### config.mk
export PLATFORM = sky130hd
export DESIGN_NAME = operand2_shifter
export DESIGN_NICKNAME = d
export VERILOG_FILES = /design/src/rtl/operand2_shifter.sv
export SDC_FILE = /design/constraint.sdc
export NUM_CORES = 1
export LEC_CHECK = 0
export ABC_AREA = 1
export CAP_MARGIN = 25
export CORE_ASPECT_RATIO = 0.8
export CORE_MARGIN = 1
export CORE_UTILIZATION = 43
export DETAILED_ROUTE_END_ITERATION = 8
export PLACE_DENSITY = 0.77
export SLEW_MARGIN = 0
export SYNTH_ARGS = -nofsm -noshare
export SYNTH_HDL_FRONTEND = slang
export SYNTH_SLANG_ARGS = --single-unit
### constraint.sdc
create_clock -name CLK -period 2 [get_ports CLK]
set_clock_uncertainty 0.2 [all_clocks]
set_input_delay 0.3 -clock CLK [delete_from_list [all_inputs] [get_ports CLK]]
set_output_delay 0.3 -clock CLK [all_outputs]
set_load 0.02 [all_outputs]
### src/rtl/operand2_shifter.sv
// Iterative ARM operand-2 shifter feeding the ALU right operand and shifter carry.
// Optional FAST_ROTATE_EN: ROR/RRX/immediate rotates resolve in one cycle at accept.
module operand2_shifter #(
  parameter int WIDTH = 32,
  parameter int STEP  = 1
) (
  input  logic             CLK,
  input  logic             RESET,
  input  logic             START,
  input  logic             IMM_MODE,
  input  logic             REG_AMT,
  input  logic [1:0]       SH_TYPE,
  input  logic [WIDTH-1:0] RM,
  input  logic [7:0]       RS_VAL,
  input  logic [4:0]       SHAMT,
  input  logic [7:0]       IMM8,
  input  logic [3:0]       ROT4,
  input  logic             CIN,
  output logic             BUSY,
  output logic             DONE,
  output logic [WIDTH-1:0] SHIFT_OUT,
  output logic             SHIFT_COUT
);

  typedef enum logic [1:0] {
    S_IDLE,
    S_RUN,
    S_FIN
  } state_e;

  typedef enum logic [2:0] {
    OP_LSL,
    OP_LSR,
    OP_ASR,
    OP_ROR,
    OP_RRX
  } op_e;

  state_e           state_q, state_d;
  op_e              op_q, op_d;
  logic [WIDTH-1:0] val_q, val_d;
  logic             carry_q, carry_d;
  logic [5:0]       rem_q, rem_d;

  op_e              ld_op;
  logic [WIDTH-1:0] ld_val;
  logic             ld_c;
  logic [5:0]       ld_n;

  logic [WIDTH-1:0] st_val;
  logic [WIDTH-1:0] pv;
  logic             st_c;
  logic [5:0]       st_rem;

  logic             accept;

  assign accept     = START && (state_q != S_RUN);
  assign BUSY       = (state_q == S_RUN);
  assign DONE       = (state_q == S_FIN);
  assign SHIFT_OUT  = val_q;
  assign SHIFT_COUT = carry_q;

  // Normalise the request into (op, start value, start carry, step count)
  always_comb begin
    ld_op  = OP_LSL;
    ld_val = RM;
    ld_c   = CIN;
    ld_n   = '0;
    if (IMM_MODE) begin
      ld_op  = OP_ROR;
      ld_val = {{(WIDTH-8){1'b0}}, IMM8};
      ld_n   = {1'b0, ROT4, 1'b0};
    end else if (REG_AMT) begin
      if (RS_VAL != 8'd0) begin
        unique case (SH_TYPE)
          2'b00: begin
            ld_op = OP_LSL;
            ld_n  = (RS_VAL > 8'd33) ? 6'd33 : RS_VAL[5:0];
          end
          2'b01: begin
            ld_op = OP_LSR;
            ld_n  = (RS_VAL > 8'd33) ? 6'd33 : RS_VAL[5:0];
          end
          2'b10: begin
            ld_op = OP_ASR;
            ld_n  = (RS_VAL > 8'd32) ? 6'd32 : RS_VAL[5:0];
          end
          2'b11: begin
            ld_op = OP_ROR;
            ld_n  = {1'b0, RS_VAL[4:0]};
            if (RS_VAL[4:0] == 5'd0) ld_c = RM[WIDTH-1];
          end
        endcase
      end
    end else begin
      unique case (SH_TYPE)
        2'b00: begin
          ld_op = OP_LSL;
          ld_n  = {1'b0, SHAMT};
        end
        2'b01: begin
          ld_op = OP_LSR;
          ld_n  = (SHAMT == 5'd0) ? 6'd32 : {1'b0, SHAMT};
        end
        2'b10: begin
          ld_op = OP_ASR;
          ld_n  = (SHAMT == 5'd0) ? 6'd32 : {1'b0, SHAMT};
        end
        2'b11: begin
          if (SHAMT == 5'd0) begin
            ld_op = OP_RRX;
            ld_n  = 6'd1;
          end else begin
            ld_op = OP_ROR;
            ld_n  = {1'b0, SHAMT};
          end
        end
      endcase
    end
  end

`ifdef FAST_ROTATE_EN
  logic [WIDTH-1:0] fast_val;
  logic             fast_c;

  always_comb begin
    fast_val = ld_val;
    fast_c   = ld_c;
    if (ld_op == OP_RRX) begin
      fast_val = {CIN, RM[WIDTH-1:1]};
      fast_c   = RM[0];
    end else if (ld_n != 6'd0) begin
      fast_val = (ld_val >> ld_n[4:0]) | (ld_val << (6'd32 - ld_n));
      fast_c   = fast_val[WIDTH-1];
    end
  end
`endif

  // Up to STEP single-bit moves per RUN cycle, each gated on work remaining
  always_comb begin
    st_val = val_q;
    st_c   = carry_q;
    st_rem = rem_q;
    pv     = val_q;
    for (int i = 0; i < STEP; i++) begin
      if (st_rem != 6'd0) begin
        pv = st_val;
        unique case (op_q)
          OP_LSL: begin
            st_c   = pv[WIDTH-1];
            st_val = {pv[WIDTH-2:0], 1'b0};
          end
          OP_LSR: begin
            st_c   = pv[0];
            st_val = {1'b0, pv[WIDTH-1:1]};
          end
          OP_ASR: begin
            st_c   = pv[0];
            st_val = {pv[WIDTH-1], pv[WIDTH-1:1]};
          end
          OP_ROR: begin
            st_c   = pv[0];
            st_val = {pv[0], pv[WIDTH-1:1]};
          end
          OP_RRX: begin
            st_val = {st_c, pv[WIDTH-1:1]};
            st_c   = pv[0];
          end
          default: ;
        endcase
        st_rem = st_rem - 6'd1;
      end
    end
  end

  always_comb begin
    state_d = state_q;
    op_d    = op_q;
    val_d   = val_q;
    carry_d = carry_q;
    rem_d   = rem_q;
    unique case (state_q)
      S_RUN: begin
        val_d   = st_val;
        carry_d = st_c;
        rem_d   = st_rem;
        if (st_rem == 6'd0) state_d = S_FIN;
      end
      S_FIN:   state_d = S_IDLE;
      default: ;
    endcase
    if (accept) begin
      op_d    = ld_op;
      val_d   = ld_val;
      carry_d = ld_c;
      rem_d   = ld_n;
      state_d = (ld_n == 6'd0) ? S_FIN : S_RUN;
`ifdef FAST_ROTATE_EN
      if (ld_op == OP_ROR || ld_op == OP_RRX) begin
        val_d   = fast_val;
        carry_d = fast_c;
        rem_d   = '0;
        state_d = S_FIN;
      end
`endif
    end
  end

  always_ff @(posedge CLK or posedge RESET) begin
    if (RESET) begin
      state_q <= S_IDLE;
      op_q    <= OP_LSL;
      val_q   <= '0;
      carry_q <= 1'b0;
      rem_q   <= '0;
    end else begin
      state_q <= state_d;
      op_q    <= op_d;
      val_q   <= val_d;
      carry_q <= carry_d;
      rem_q   <= rem_d;
    end
  end

endmodule

==> results.md, run 1 <==
Status:
- The flow ran to the end, but the final reports show violations.
- The checks that failed: negative setup slack.

Clocking:
- TritonCTS built the clock tree.
- No sink is reached through more buffers than the 2 on the longest clock path.
- The clock latency on the worst-skew pair is 0.30 ns.
- The number of levels the H-tree was split into is 2.
- The count of hold-fix buffers inserted at cts is 0.
- The clock root buffer is sky130_fd_sc_hd__clkbuf_8.
- Clock-pin slew was measured on the worst setup and hold paths at 0.10 ns.
- Counting every sink on the clock net gives 44.
- Clock tree synthesis inserted a total of 5 buffers.

Cells and area:
- Leaving out fill and tap cells, the most frequent cell in the layout is sky130_fd_sc_hd__clkdlybuf4s50_1.
- After the last flow step, the layout net total stands at 665.
- The layout overhead on the synthesized area is 51.3%.
- The number of antenna diodes in the final layout is 0.
- Excluding fillers, the count of instances in the completed layout stands at 697.
- The total non-filler cell area in the finished layout is 5080 um^2.
- The top cell types in the final layout, fill and taps aside, are 95 x sky130_fd_sc_hd__clkdlybuf4s50_1, 63 x sky130_fd_sc_hd__nand2_1, 58 x sky130_fd_sc_hd__a21oi_1, 56 x sky130_fd_sc_hd__inv_1, 55 x sky130_fd_sc_hd__o21ai_0.
- The total of fill cells in the finished design is 607.
- In the final layout, the share of cells above drive strength 1 is 22.1%.

Placement:
- Routability-driven placement finished with a final weighted congestion of 0.921.
- The post-place setup slack is -0.410 ns.
- The half-perimeter wire length after placement is 7070 um.
- The number of placed cells counting well taps is 672.
- The count of input and output buffers is 99.
- The placed instances occupy a cell area of 4650 um^2.

Timing:
- The max-slew violation count is 0.
- The total count of hold-check failures in the final report is 0.
- Setup repair after global routing could not meet its margin everywhere.
- The peak clock frequency supported by timing is 499 MHz.
- After layout, the worst path uses 100% of the clock period.
- The worst-case headroom to the max-slew limit is 78.5%.
- The final setup violation count is 1.
- The post-layout minimum cycle time is 2.01 ns.
- The worst-case setup margin in the final layout is -0.00523 ns.
- For the pin with the worst max-slew slack, the measured transition is 0.320 ns.

Power:
- The leakage power summed over all cells is 2.25 nW.
- The design draws 7.44 mW.
- VDD sags by at most 783 uV.
- In this run the power density over the cells is 1460 nW/um^2.

Critical path:
- On the critical path, the stage with the largest delay is an instance of sky130_fd_sc_hd__dfrtp_1.
- The signal on the critical path passes through inv_2 -> buf_6 -> ha_4 -> buf_6 -> nor2_2 -> o21ai_2 -> nand2_1 -> nor2_1 -> nand3_1 -> nand2_2 -> nand2_2 -> nor2_1 -> nand2_1 -> nand2_1.
- The most used cell along the critical path is sky130_fd_sc_hd__nand2_1.
- The kind of cell with the highest combined delay along the critical path is simple AND/OR/NAND/NOR gates.
- The total stage count of the critical path is 14.
- Measured in cells, the most critical reg-to-reg path has a length of 14.
- The worst endpoint required time is 2.03 ns.
- The top fanout value on the critical path is 3.
- For the worst setup path, the data arrival time is 2.03 ns.
- The class of the most critical setup path is reg2reg.
- On the worst path, the slowest cell contributes a delay of 0.40 ns.
- The worst setup path is launched from a flip-flop.
- The buffer and inverter count on the worst path is 3.
- The worst setup path is captured at a flip-flop.

Yosys:
- Counting every net in the synthesized netlist gives 526.
- Of the total synthesized cell area, the portion taken by AND, OR, NAND and NOR gates is 18.4%.
- The complex-gate fraction of the synthesized area is 32.1%.
- The synthesized cell area is 3360 um^2.
- Of all flip-flops after synthesis, the portion carrying an async set or reset was 100%.
- The fraction of the yosys area taken by sequential cells is 32.8%.
- The total of flip-flops plus latches after synthesis is 44.
- The share of the synthesized area in the top cell type is 32.8%.
- In this run, distinct cell masters in the synthesized netlist total 40.
- Yosys attributes the largest share of cell area to sky130_fd_sc_hd__dfrtp_1 33%, sky130_fd_sc_hd__a21oi_1 9.4%, sky130_fd_sc_hd__o21ai_0 8.5%.
- The parity-gate share of the synthesized area counting xor and xnor cells is 0.261%.
- The cell taking the most area after synthesis is sky130_fd_sc_hd__dfrtp_1.
- The mean cell area of the mapped netlist is 7.43 um^2.
- Of the total synthesized cell area, the portion taken by full adders, half adders and majority gates is 3.35%.
- Of the post-synthesis cell area, the part taken by muxes is 0%.
- During synthesis, Yosys emitted a total of 0 warnings.
- The top flip-flop cell by instance count after synthesis is sky130_fd_sc_hd__dfrtp_1.
- By area, the combinational part of the netlist is dominated by compound AO/OA/AOI/OAI gates.
- The number of instances in the synthesized netlist is 452.
- The count of flip-flops with a built-in enable after synthesis is 0.

Floorplanning:
- The floorplan step defined a core boundary enclosing 7460 um^2.
- The die covers 8170 um^2.
- The number of rows in the core area is 28.
- The floorplan step set the die width to 101 um.
- The initial standard-cell utilization of the core is 45.0%.
- The die is 81.0 um tall.
- In this run the count of I/O pins placed on the die edge is 100.

Detailed routing:
- The total number of vias is 3,742.
- The first routing iteration left 248 violations.
- Before antenna repair, the detailed router went through 5 iterations.
- Once detail routing completed, the nets flagged for antenna violations numbered 0.
- The detail-routed via count per cell is 5.37.
- The average wire length per cell after detail routing is 15.0 um.
- For this run, design rule violations remaining after detail routing come to 0.
- For this block, the routed nets add up to 10,500 um of wire.

Global routing:
- The global-route usage over all layers is 25.2%.
- The first global-routing pass estimated 16,000 um of wire.
- The number of antenna violations at the first check in global routing is 0.
- The number of global-route vias before repair is 3,316.
- The maximum number of pins on one net before global-route repair is 64.
- The overall overflow remaining after global route is 0.

Hold path:
- The worst min-delay path category is in2async.

Job:
- The tool flagged a number of max-cap violations equal to 0.
final timing paths:
check / from / endpoint / slack [ns]
min in group CLK: state_q[1] / state_q[1] / 0.33
max in group asynchronous: RESET / SHIFT_COUT / 1.24
hold reg to reg: state_q[1] / state_q[1] / 0.33
hold / removal: RESET / SHIFT_OUT[21] / 0.14
setup / recovery: rem_q[0] / state_q[1] / -0.005
setup reg to reg: rem_q[0] / state_q[1] / -0.005
power by group:
| group | leakage, nW | internal, mW | switching, mW |
|---|---|---|---|
| logic | 1.68 | 2.33 | 2.67 |
| clock network | 0.0552 | 0.371 | 0.312 |
| registers | 0.518 | 1.34 | 0.411 |
what timing repair did:
action | CTS | global route
endpoints found under the setup margin | 35 | 36
resized for setup | 21 | 23
pin swaps | 6 | 8
gates cloned | 3 | 1
setup buffers | 8 | 5
state kept, by name, summed over array words and instances, names as in the netlist:
signal,cells
SHIFT_COUT,1
state_q,2
rem_q,6
op_q,3
SHIFT_OUT,32
through the flow:
step / TNS (ns) / hold slack, ns / utilization (%)
after floorplan: 0 / 0.269 / -
after global placement: -2.78 / 0.298 / 62.3
after detailed placement: -4.39 / 0.314 / 62.3
after CTS: 0 / 0.149 / 66.0
after global routing: -0.279 / 0.159 / 68.1
final: -0.00523 / 0.138 / 68.1
kinds of logic after synthesis:
group           Yosys count
flops                    44
xor+xnor                  1
fa+ha+maj                 9
buf+inv                  92
simple gates            135
compound gates          171
area by class of cell:
cell class | instances | area, um^2 | area share [%]
multi-input cells | 316 | 1910 | 37.6
repair buffers | 156 | 1570 | 30.9
clock inverters | 2 | 35.0 | 0.689
well taps | 105 | 131 | 2.59
flip-flops and latches | 44 | 1100 | 21.7
clock buffers | 6 | 72.6 | 1.43
inverters | 68 | 263 | 5.17
synthesized netlist by cell type (3+ instances only):
cell                        n
sky130_fd_sc_hd__buf_6      3
sky130_fd_sc_hd__nand4_1    4
sky130_fd_sc_hd__a21oi_1   63
sky130_fd_sc_hd__o221ai_1   6
sky130_fd_sc_hd__a22oi_2   17
sky130_fd_sc_hd__a21oi_2    4
sky130_fd_sc_hd__nor2_1    36
sky130_fd_sc_hd__buf_2      8
sky130_fd_sc_hd__nand3_1   14
sky130_fd_sc_hd__inv_1     61
sky130_fd_sc_hd__o21ai_1    7
sky130_fd_sc_hd__o21ai_0   57
sky130_fd_sc_hd__nand2_1   65
sky130_fd_sc_hd__clkbuf_1   5
sky130_fd_sc_hd__a31oi_1    6
sky130_fd_sc_hd__or2_2      3
sky130_fd_sc_hd__nor2_4     3
sky130_fd_sc_hd__inv_2      6
sky130_fd_sc_hd__dfrtp_1   44
sky130_fd_sc_hd__ha_1       9
sky130_fd_sc_hd__a22oi_1    5
metal layers:
layer / track usage (%) / vias to the layer above / wire, um
met3: 4.82 / 11 / 848
met4: 5.36 / 0 / 93
met1: 35.7 / 1741 / 4680
met5: 0 / - / 0
met2: 40.1 / 182 / 4850
li1: - / 1808 / -
worst register-to-register path, delay by kind of cell (launching register included):
family	cells	cell delay, ns
AND/OR/NAND/NOR	9	0.74
buffers and inverters	3	0.32
adder cells (fa/ha/maj)	1	0.13
AO/OA/AOI/OAI	1	0.18
flip-flops	1	0.40
(Power assumes the default switching activity.)
==> run 2: changes to the inputs <==
CORE_MARGIN = unset   (was 1)
==> results of run 2 <==
Same layout as run 1: the final DEF is identical, and so are final timing and power.
